File: config.mk
export PLATFORM = sky130hd
export DESIGN_NAME = pca_reg_write_sched
export DESIGN_NICKNAME = d
export VERILOG_FILES = /design/src/rtl/pca_reg_write_sched_pkg.sv /design/src/rtl/pca_reg_write_sched_if.sv /design/src/rtl/pca_wr_fifo.sv /design/src/rtl/pca_reg_write_sched.sv
export SDC_FILE = /design/constraint.sdc
export NUM_CORES = 1
export LEC_CHECK = 0
export BUFFER_PORTS_ARGS = -buffer_cell sky130_fd_sc_hd__buf_2
export CAP_MARGIN = 15
export CELL_PAD_IN_SITES_DETAIL_PLACEMENT = 1
export CELL_PAD_IN_SITES_GLOBAL_PLACEMENT = 2
export CORE_AREA = 3 3 105 107
export DETAILED_ROUTE_END_ITERATION = 10
export DIE_AREA = 0 0 108 110
export PLACE_DENSITY_LB_ADDON = 0.1
export SLEW_MARGIN = 40
export SYNTH_ARGS = -nofsm -noshare
export SYNTH_HDL_FRONTEND = slang
export SYNTH_SLANG_ARGS = --single-unit
File: constraint.sdc
create_clock -name clk_i -period 4.3 [get_ports clk_i]
set_clock_uncertainty 0.05 [all_clocks]
set_input_delay 0.43 -clock clk_i [delete_from_list [all_inputs] [get_ports clk_i]]
set_output_delay 0.43 -clock clk_i [all_outputs]
set_load 0.02 [all_outputs]
File: src/rtl/pca_reg_write_sched_pkg.sv
// Shared PCA register indices and write-scheduler FSM encodings.
package pca_reg_write_sched_pkg;

  localparam logic [7:0] LED0_ON_L     = 8'h06;
  localparam logic [7:0] ALL_LED_ON_L  = 8'hFA;
  localparam logic [7:0] ALL_LED_OFF_H = 8'hFD;
  localparam int         FIFO_DATA_W   = 16;

  typedef enum logic [1:0] {
    ST_IDLE   = 2'd0,
    ST_ISSUE  = 2'd1,
    ST_EXPAND = 2'd2
  } state_e;

  function automatic logic is_all_led(input logic [7:0] id);
    return (id >= ALL_LED_ON_L) && (id <= ALL_LED_OFF_H);
  endfunction

endpackage

File: src/rtl/pca_reg_write_sched_if.sv
// Push/pop bus between the write scheduler (master) and its request FIFO (slave).
interface pca_reg_write_sched_if;
  import pca_reg_write_sched_pkg::*;

  logic                   push;
  logic [FIFO_DATA_W-1:0] push_data;
  logic                   pop;
  logic [FIFO_DATA_W-1:0] pop_data;
  logic                   full;
  logic                   empty;

  modport master (output push, push_data, pop, input pop_data, full, empty);
  modport slave  (input push, push_data, pop, output pop_data, full, empty);
endinterface

File: src/rtl/pca_wr_fifo.sv
// Write-request FIFO; an extra pointer bit separates full from empty, and a
// push into a full FIFO is accepted when a pop happens on the same edge.
module pca_wr_fifo
  import pca_reg_write_sched_pkg::*;
#(
  parameter int DEPTH = 4
) (
  input  logic                  clk_i,
  input  logic                  rst_ni,
  pca_reg_write_sched_if.slave  bus
);
  localparam int AW = $clog2(DEPTH);

  logic [FIFO_DATA_W-1:0] mem_q [DEPTH];
  logic [AW:0]            wr_ptr_q, rd_ptr_q;
  logic                   do_push, do_pop;

  assign bus.empty    = (wr_ptr_q == rd_ptr_q);
  assign bus.full     = (wr_ptr_q[AW] != rd_ptr_q[AW]) &&
                        (wr_ptr_q[AW-1:0] == rd_ptr_q[AW-1:0]);
  assign do_pop       = bus.pop & ~bus.empty;
  assign do_push      = bus.push & (~bus.full | do_pop);
  assign bus.pop_data = mem_q[rd_ptr_q[AW-1:0]];

  always_ff @(posedge clk_i or negedge rst_ni) begin
    if (!rst_ni) begin
      wr_ptr_q <= '0;
      rd_ptr_q <= '0;
    end else begin
      if (do_push) wr_ptr_q <= wr_ptr_q + (AW+1)'(1);
      if (do_pop)  rd_ptr_q <= rd_ptr_q + (AW+1)'(1);
    end
  end

  // Storage carries no reset; only pointers define validity.
  always_ff @(posedge clk_i) begin
    if (do_push) mem_q[wr_ptr_q[AW-1:0]] <= bus.push_data;
  end

endmodule

File: src/rtl/pca_reg_write_sched.sv
// Schedules I2C register writes into register storage, one strobe per cycle.
// Define PCA_ALL_LED_EXPAND_EN to fan ALL_LED writes out to all 16 LED channels.
module pca_reg_write_sched
  import pca_reg_write_sched_pkg::*;
#(
  parameter int FIFO_DEPTH = 4
) (
  input  logic       clk_i,
  input  logic       rst_ni,
  input  logic [7:0] wr_id_i,
  input  logic [7:0] wr_value_i,
  input  logic       wr_en_i,
  output logic [7:0] reg_wr_id_o,
  output logic [7:0] reg_wr_value_o,
  output logic       reg_wr_en_o,
  output logic       busy_o,
  output logic       overflow_o,
  output logic [1:0] dbg_state_o
);

  pca_reg_write_sched_if fifo_bus ();

  pca_wr_fifo #(.DEPTH(FIFO_DEPTH)) u_fifo (
    .clk_i  (clk_i),
    .rst_ni (rst_ni),
    .bus    (fifo_bus.slave)
  );

  logic        wr_en_prev_q, armed_q, req, pop;
  state_e      state_q, state_d;
  logic [15:0] head_q, head_d;
  logic [7:0]  id_q, id_d, val_q, val_d;
  logic        en_q, en_d, overflow_q;
`ifdef PCA_ALL_LED_EXPAND_EN
  logic [3:0]  cnt_q, cnt_d;
`endif

  // armed_q stays low until wr_en_i has been seen low, so a level held across
  // reset release is not mistaken for a fresh request.
  assign req = wr_en_i & ~wr_en_prev_q & armed_q;

  assign fifo_bus.push      = req;
  assign fifo_bus.push_data = {wr_id_i, wr_value_i};
  assign fifo_bus.pop       = pop;

  always_comb begin
    state_d = state_q;
    head_d  = head_q;
    pop     = 1'b0;
    en_d    = 1'b0;
    id_d    = id_q;
    val_d   = val_q;
`ifdef PCA_ALL_LED_EXPAND_EN
    cnt_d   = cnt_q;
`endif
    case (state_q)
      ST_IDLE: begin
        if (!fifo_bus.empty) begin
          pop     = 1'b1;
          head_d  = fifo_bus.pop_data;
          state_d = ST_ISSUE;
        end
      end
      ST_ISSUE: begin
        en_d    = 1'b1;
        id_d    = head_q[15:8];
        val_d   = head_q[7:0];
        state_d = ST_IDLE;
`ifdef PCA_ALL_LED_EXPAND_EN
        if (is_all_led(head_q[15:8])) begin
          state_d = ST_EXPAND;
          cnt_d   = 4'd0;
        end
`endif
      end
`ifdef PCA_ALL_LED_EXPAND_EN
      ST_EXPAND: begin
        en_d  = 1'b1;
        id_d  = LED0_ON_L + {2'b00, cnt_q, 2'b00} + (head_q[15:8] - ALL_LED_ON_L);
        val_d = head_q[7:0];
        cnt_d = cnt_q + 4'd1;
        if (cnt_q == 4'd15) state_d = ST_IDLE;
      end
`endif
      default: state_d = ST_IDLE;
    endcase
  end

  always_ff @(posedge clk_i or negedge rst_ni) begin
    if (!rst_ni) begin
      wr_en_prev_q <= 1'b0;
      armed_q      <= 1'b0;
      state_q      <= ST_IDLE;
      head_q       <= '0;
      id_q         <= '0;
      val_q        <= '0;
      en_q         <= 1'b0;
      overflow_q   <= 1'b0;
`ifdef PCA_ALL_LED_EXPAND_EN
      cnt_q        <= '0;
`endif
    end else begin
      wr_en_prev_q <= wr_en_i;
      armed_q      <= armed_q | ~wr_en_i;
      state_q      <= state_d;
      head_q       <= head_d;
      id_q         <= id_d;
      val_q        <= val_d;
      en_q         <= en_d;
      overflow_q   <= overflow_q | (req & fifo_bus.full & ~pop);
`ifdef PCA_ALL_LED_EXPAND_EN
      cnt_q        <= cnt_d;
`endif
    end
  end

  assign reg_wr_id_o    = id_q;
  assign reg_wr_value_o = val_q;
  assign reg_wr_en_o    = en_q;
  assign overflow_o     = overflow_q;
  assign busy_o         = ~fifo_bus.empty | (state_q != ST_IDLE);
  assign dbg_state_o    = state_q;

endmodule

Yosys cells after proc, flatten, opt, wreduce, memory -nomap -nowiden
Memories as Yosys holds them, arrays and structs flattened. A register that Yosys moved wholly into a read port is not among the register bits.
Cells that the tools add are included.

word-level totals
  bits of input ports = 19
  output and inout bits = 21
  memory bits (writable) = 64
  memories kept = 1
  bits in registers = 28
  logic and storage cells = 44

memory list
  memory        depth  width  rd ports  clocked after memory_dff  write ports  RTL line           source
  u_fifo.mem_q  4      16     1         1                         1            pca_wr_fifo.sv:14  logic [FIFO_DATA_W-1:0] mem_q [DEPTH];

operators by class
  $add $sub $neg = 2
  bitwise gates (word level) = 15
  equal/unequal tests = 5
  multiplexer cells = 7
  reductions and logical operators = 5

operator list
  kind                   number
  $add A3 B1 Y3 const B  2
  $and A1 B1 Y1          6
  $mux W1                5
  $not A1 Y1             5
  $mux W2                2
  $or A1 B1 Y1           4
  $eq A3 B3 Y1           1
  $eq A2 B1 Y1 const B   1
  $eq A2 B2 Y1           1
  $logic_not A2 Y1       1
  $ne A2 B2 Y1 const B   1
  $reduce_and A2 Y1      1
  $reduce_bool A2 Y1     1
  $logic_and A1 B1 Y1    1
  $logic_not A1 Y1       1
  $ne A1 B1 Y1           1

Longest topological paths before layout
Gate-level depths: netlist (run 1).

  depth after elaboration = 8
  depth in mapped cells = 5
  mapped depth without buffers = 4

By module
A second synthesis (run 1) with hierarchy kept.

second synthesis, totals
  cells, all modules = 212
  area, all modules = 4204.0 µm²

by module, submodules not included
  module               cells each  area each (µm²)  instances  seq. area each (µm²)
  pca_wr_fifo          130         2766.4           1          2072.0
  pca_reg_write_sched  82          1437.6           1          925.9

Worst setup path before layout (run 1)
OpenSTA, ideal clock, no wires.

  path type = register -> register
  from = register u_fifo.rd_ptr_q[0]
  to = memory u_fifo.mem_q[3][0], enable pin
  library setup time = 402 ps
  buffers on the path = 1
  required time = 3848 ps
  arrival = 1755 ps
  period minus slack after synthesis = 2207 ps
  cell stages (with the launch flop) = 4
  slack = 2093 ps
  cell sequence = dfrtp_1 > buf_6 > xnor2_4 > a41oi_1

between the ends
  cells in the longest elaborated chain, start to end = 8
  elaborated cells on any way between the ends = 12
  classes of those cells = eq/ne (2); mux (4); bitwise (5); reduce/logical (1)

ends and longest elaborated chain
  what                             RTL line                   source
  from (decl)                      pca_wr_fifo.sv:15          logic [AW:0] wr_ptr_q, rd_ptr_q;
  from (signal assigned)           pca_wr_fifo.sv:31          if (do_pop) rd_ptr_q <= rd_ptr_q + (AW+1)'(1);
  $eq A3 B3 Y1                     pca_wr_fifo.sv:18          assign bus.empty = (wr_ptr_q == rd_ptr_q);
  $mux W1                          pca_reg_write_sched.sv:58  if (!fifo_bus.empty) begin
  $mux W1                          pca_reg_write_sched.sv:56  case (state_q)
  $and A1 B1 Y1                    pca_wr_fifo.sv:21          assign do_pop = bus.pop & ~bus.empty;
  $or A1 B1 Y1 *                   pca_wr_fifo.sv:22          assign do_push = bus.push & (~bus.full | do_pop);
  $and A1 B1 Y1 *                  pca_wr_fifo.sv:22
  $mux W1 *                        pca_wr_fifo.sv:37          if (do_push) mem_q[wr_ptr_q[AW-1:0]] <= bus.push_data;
  $mux W1 (not written as such) *  pca_wr_fifo.sv:37
  to (decl)                        pca_wr_fifo.sv:14

Mark *: on every way between the ends. The rest lies on a longest branch, timed or not.

Worst setup path in the final report (run 1)
  from = register u_fifo.rd_ptr_q[0]
  to = memory u_fifo.mem_q[1][12], enable pin

Same word-level chain as after synthesis.

==> flow_metrics.py, run 1 <==
metrics = {
    "yosys": {
        "synthesis.area_per_instance_um2": 21.28,
        "netlist_instances": 196,
        "synth_seq_area_share_pct": 71.89,
        "synth_compound_gate_area_share_pct": 1.320,
        "syn-num-nets": 220,
        "mappedNetlistArea_um2": 4170,
        "synthDistinctLibCells": 25,
        "combinational_family_with_the_most_area_after_synthesis": "multiplexers",
        "synth-seq-cells": 107,
        "postSynth.asyncResetShare_pct": 40.19,
        "synth.yosys.warnings": 0,
        "synth_xor_xnor_area_share_pct": 2.580,
        "edff_count_synth": 64,
        "synth_adder_area_share_pct": 1.500,
        "yosys.area_share.simple_pct": 1.350,
        "ys_flop_type": "edfxtp_1",
        "muxShareOfSynthArea_pct": 19.17,
    },
    "placed_design": {
        "postPlaceCellArea_um2": 4492,
        "dp_hpwl_mm": 4.777,
        "setup_slack_at_placement_ps": 1657,
        "placement.io_buffers": 38,
        "gp_weighted_congestion": 0.7337,
    },
    "critical_path": {
        "r2r_end": "u_fifo.mem_q[1][12]",
        "worstPathRequired_ps": 4250,
        "ff2ff_path_depth": 4,
        "setup.reg_to_reg.worst_slack_ps": 1980,
        "setup.worst_path.class": "flop to flop",
        "worst_ep_arrival_time_ps": 2260,
        "r2r_start": "u_fifo.rd_ptr_q[0]",
        "setup.worst_path.start_class": "flop",
        "crit_path_end_kind": "flop",
        "worst-path-max-fanout": 19,
    },
    "clock_tree": {
        "numClockSinks": 107,
        "cts_inserted_buffers": 9,
        "worstSkewPairLatency_ps": 350,
        "post_cts_resize_count": 0,
        "cts_tree": "yes",
        "clock_path_buffers": 2,
        "cts.repair_timing.setup_buffer_count": 0,
        "cts_htree_levels": 3,
        "hold_buffers": 0,
        "clk_transition_reported_paths_ps": 100,
        "cts.root.buffer_cell": "clkbuf_8",
    },
    "floorplan": {
        "die_y_um": 110,
        "floorplan.core_area_um2": 10230,
        "floorplan.die_area_um2": 11880,
        "die_width_um": 108,
        "floorplan.initialDensity_pct": 40.76,
        "pin_count": 40,
        "std_cell_rows": 37,
    },
    "layout": {
        "multiInputGateArea_um2": 1107,
        "finalCoreUtilization_pct": 46.19,
        "final_instance_area_um2": 4726,
        "layout_commonest_cell": "edfxtp_1",
        "synthToLayoutAreaGrowth_pct": 13.32,
        "fillerInstances": 971,
        "ff_latch_area_um2": 2999,
        "post_route_cells_drive_above_1_share_pct": 43.67,
        "antenna-diode-count": 0,
        "finalNetCount": 264,
        "most-common-layout-cells": "64 x edfxtp_1, 42 x dfrtp_1, 37 x buf_2",
    },
    "timing": {
        "timing.slew.headroom_pct": 63.27,
        "maxClockFrequency_mhz": 431.8,
        "min_period_over_period_pct": 53.86,
        "rsz0062_at_grt": "false",
        "worst_pin_slew_ps": 551.0,
        "finalSetupViolations": 0,
        "period_minus_slack_ps": 2316,
        "slew_violations": 0,
        "layout_setup_ws_ps": 1984,
        "timing.final.hold_violations": 0,
        "finalSetupTns_ps": 0,
    },
    "route": {
        "detail_route.drc_violations": 0,
        "vias_per_cell": 4.963,
        "vias": 1891,
        "initialDrtViolationCount": 47,
        "detail-route-antenna-nets": 0,
        "wl_mm": 7.128,
        "detailed_routing_iterations_pass_1": 4,
        "wl_per_cell_um": 18.71,
    },
    "grt": {
        "global_route.usage.total_pct": 13.03,
        "wire_length_of_the_first_global_routing_pass_mm": 11.52,
        "antenna_violations_before_repair": 0,
        "grt_pass1_vias": 2077,
        "grt_remaining_overflow": 0,
        "largest_net_degree_at_the_start_of_global_routing": 44,
    },
    "pwr": {
        "static-leakage-power_uw": 0.001774,
        "cellPowerDensity_nw_per_um2": 726.6,
        "vdd_ir_drop_max_v": 0.0003263,
    },
    "hold_path": {
        "holdCritPathClass": "input pin to async pin",
    },
    "status": {
        "outcome": "completed",
    },
    "run": {
        "cap_violations": 0,
    },
}
[metal layers]
layer / vias up / part of all wire (%) / wire length [um] / global-route usage [%]
li1: 850 / - / - / -
met1: 1004 / 44 / 3104 / 16.73
met2: 31 / 52 / 3722 / 22.02
met3: 6 / 3.4 / 239 / 3.203
met4: 0 / 0.86 / 61 / 4.058
met5: - / 0 / 0 / 0
[worst max-delay path by stage]
stage	start	endpoint	slack (ps)	depth (start not counted)
floorplan	u_fifo.rd_ptr_q[0]	u_fifo.mem_q[3][0]	2090	3
finish	u_fifo.rd_ptr_q[0]	u_fifo.mem_q[1][12]	1980	4
detailed placement	u_fifo.rd_ptr_q[1]	u_fifo.mem_q[1][10]	1660	3
CTS	u_fifo.rd_ptr_q[0]	u_fifo.mem_q[1][1]	1650	4
global route	u_fifo.rd_ptr_q[0]	u_fifo.mem_q[1][10]	1790	4
global placement	u_fifo.rd_ptr_q[1]	u_fifo.mem_q[1][0]	1520	3
[worst max-delay path: stages (launching register included)]
cell	delay, ps
dfrtp_1	340
buf_4	340
xnor2_4	180
a41oi_1	500
and2_2	540
[through the flow]
step                hold slack [ps]  instances  power, uW
floorplan                     84.41        196       2549
global placement              412.1        363       2793
detailed placement            413.1        363       2866
CTS                           6.521        379       3452
global route                  33.06        381       3661
finish                        8.270        381       3434
[sequential cells by signal, indices dropped and copies added (netlist names)]
name             cells
u_fifo.wr_ptr_q      3
reg_wr_en_o          1
armed_q              1
head_q              16
u_fifo.rd_ptr_q      3
reg_wr_id_o          8
overflow_o           1
dbg_state_o          1
reg_wr_value_o       8
u_fifo.mem_q        64
wr_en_prev_q         1
[synthesized netlist by cell type (3+ instances only)]
library cell / number / area, um^2
ha_1: 5 / 62.56
mux2_4: 8 / 120.1
and2_1: 3 / 18.77
clkbuf_1: 3 / 11.26
edfxtp_1: 64 / 1922
mux2_2: 26 / 292.8
mux4_2: 9 / 202.7
mux4_1: 7 / 183.9
dfrtp_1: 43 / 1076
xor2_1: 4 / 35.03
buf_4: 3 / 22.52
inv_1: 3 / 11.26
[logic make-up after synthesis]
logic type / count (synthesis)
flip-flops: 107
adder cells (fa/ha/maj): 5
AND/OR/NAND/NOR: 8
XOR/XNOR: 8
AO/OA/AOI/OAI: 5
other: 1
multiplexers: 50
buffers and inverters: 12
[final cells by class]
type,count,area share (%)
Multi-Input combinational cell,77,23.43
Tap cell,136,3.601
Inverter,3,0.2383
Clock buffer,12,3.310
Sequential cell,107,63.46
Clock inverter,4,0.6619
Timing Repair Buffer,42,5.295
[power breakdown]
group | internal, uW | switching (uW) | total (uW)
Clock | 252 | 331 | 583
Combinational | 681 | 606 | 1290
Sequential | 1380 | 188 | 1560
(Power assumes the default switching activity.)
==> run 2: changes to the inputs <==
==> constraint.sdc (replaced) <==
create_clock -name clk_i -period 2 [get_ports clk_i]
set_clock_uncertainty 0.05 [all_clocks]
set_input_delay 0.2 -clock clk_i [delete_from_list [all_inputs] [get_ports clk_i]]
set_output_delay 0.2 -clock clk_i [all_outputs]
set_load 0.02 [all_outputs]
==> run 2 against run 1 <==
Combinational power up 120%. Register-to-register slack worse by 1800 ps. Design area up 3.7%. First-iteration DRC count up 19%. Clock power grew 100%. Critical path depth stayed put. Die area did not move. Critical path type unchanged. Largest power group unchanged. Highest routed layer unchanged.
==> flow_metrics.py, run 2 (synthesis gave the netlist of run 1 again) <==
metrics = {
    "status": {
        "outcome": "completed",
    },
    "clock_tree": {
        "clock_path_buffers": 2,
        "hold_buffers": 11,
        "post_cts_resize_count": 0,
        "clk_transition_reported_paths_ps": 100,
        "cts_htree_levels": 3,
        "cts.repair_timing.setup_buffer_count": 0,
        "numClockSinks": 107,
        "worstSkewPairLatency_ps": 350,
        "cts_tree": "yes",
        "cts.root.buffer_cell": "clkbuf_8",
        "cts_inserted_buffers": 9,
    },
    "grt": {
        "global_route.usage.total_pct": 13.28,
        "grt_pass1_vias": 2108,
        "largest_net_degree_at_the_start_of_global_routing": 29,
        "grt_remaining_overflow": 0,
        "wire_length_of_the_first_global_routing_pass_mm": 11.59,
        "antenna_violations_before_repair": 0,
    },
    "placed_design": {
        "dp_hpwl_mm": 4.793,
        "dp.cells": 373,
        "placement.io_buffers": 38,
        "postPlaceCellArea_um2": 4614,
        "gp_weighted_congestion": 0.7125,
    },
    "route": {
        "wl_mm": 7.190,
        "detail_route.drc_violations": 0,
        "initialDrtViolationCount": 56,
        "detail-route-antenna-nets": 0,
        "vias": 1967,
        "wl_per_cell_um": 17.98,
        "detailed_routing_iterations_pass_1": 4,
        "vias_per_cell": 4.918,
    },
    "critical_path": {
        "crit_path_cell_trace": "xnor2_4 -> a41oi_1 -> and2_1 -> buf_12",
        "worst-path-max-fanout": 16,
        "critical_path.max_stage_delay_ps": 480,
        "worstPathRequired_ps": 2010,
        "critical-path-slowest-cell": "dfrtp_1",
        "worst_ep_arrival_time_ps": 1840,
        "crit_path_end_kind": "flop",
        "setup.worst_path.start_class": "flop",
        "setup.worst_path.class": "flop to flop",
    },
    "floorplan": {
        "floorplan.core_area_um2": 10230,
        "std_cell_rows": 37,
        "die_width_um": 108,
        "floorplan.die_area_um2": 11880,
        "pin_count": 40,
        "floorplan.initialDensity_pct": 40.76,
        "die_y_um": 110,
    },
    "layout": {
        "finalNetCount": 283,
        "layoutNonFillerInstCount": 400,
        "antenna-diode-count": 0,
        "synthToLayoutAreaGrowth_pct": 17.55,
        "post_route_cells_drive_above_1_share_pct": 42.05,
        "multiInputGateArea_um2": 1092,
        "fillerInstances": 971,
        "largest_register_ffs": 64,
        "finalCoreUtilization_pct": 47.91,
        "most-common-layout-cells": "64 x edfxtp_1, 43 x dfrtp_1, 38 x buf_2",
        "final_instance_area_um2": 4902,
        "ff_latch_area_um2": 2998,
        "layout_commonest_cell": "edfxtp_1",
    },
    "timing": {
        "finalSetupViolations": 0,
        "timing.hold.ws_ps": 17.41,
        "finalSetupTns_ps": 0,
        "timing.final.hold_violations": 0,
        "period_minus_slack_ps": 1831,
        "min_period_over_period_pct": 91.54,
        "maxClockFrequency_mhz": 546.2,
        "slew_violations": 0,
        "rsz0062_at_grt": "false",
    },
    "run": {
        "cap_violations": 0,
    },
    "pwr": {
        "cellPowerDensity_nw_per_um2": 1501,
        "static-leakage-power_uw": 0.001859,
        "vdd_ir_drop_max_v": 0.0007859,
    },
    "hold_path": {
        "holdCritPathClass": "input pin to flop",
    },
}
run 2: cell count changes in the layout (fill, tap and decap cells not counted), sizes merged:
cell	change
clkbuf	-2
buf	+8
inv	-2
clkinv	+5
dlygate4sd3	+11
clkinvlp	-1
run 2: through the flow:
step,total power [uW],setup WS (ps)
floorplan,5493,5.997
global placement,6183,186.2
detailed placement,6285,167.0
CTS,7494,143.3
global route,7825,102.4
finish,7357,169.2
run 2: path summary, 6_finish.rpt:
kind	startpoint	endpoint	slack [ps]	cells past startpoint
max in group asynchronous	rst_ni	head_q[12]	930	3
max	u_fifo.wr_ptr_q[0]	u_fifo.mem_q[2][13]	170	4
min in group asynchronous	rst_ni	reg_wr_value_o[3]	260	2
min reg2reg	overflow_o	overflow_o	440	1
max reg2reg	u_fifo.wr_ptr_q[0]	u_fifo.mem_q[2][13]	170	4
min	wr_value_i[5]	u_fifo.mem_q[0][5]	20	1
run 2: cell type report:
cell class                      count  share of cell area (%)
Sequential cell                   107                   61.15
Multi-Input combinational cell     77                   22.28
Timing Repair Buffer               61                   9.239
Tap cell                          136                   3.471
Clock buffer                       10                   2.603
Clock inverter                      6                   1.021
Inverter                            3                  0.2297
run 2: routing by layer:
| metal | vias to the layer above | wire [um] | global-route usage, % |
|---|---|---|---|
| li1 | 889 | - | - |
| met3 | 8 | 179 | 2.271 |
| met4 | 0 | 86 | 4.869 |
| met5 | - | 0 | 0 |
| met1 | 1042 | 3193 | 17.20 |
| met2 | 28 | 3731 | 22.69 |
run 2: report_power, final:
group	leakage (uW)	total (uW)	internal [uW]	switching, uW
logic	0.000689	2880	1530	1350
registers	0.00108	3290	2960	336
clock network	0.0000900	1190	467	718
total	0.00186	7360	4950	2400
run 2: critical path: cells and delay by family, from the launching register on:
| family | cells | cell delay [ps] |
|---|---|---|
| DFF | 1 | 480 |
| AOI/OAI and AO/OA | 1 | 380 |
| and+or+nand+nor | 1 | 230 |
| xor gates and xnor gates | 1 | 200 |
| buffers and inverters | 1 | 180 |
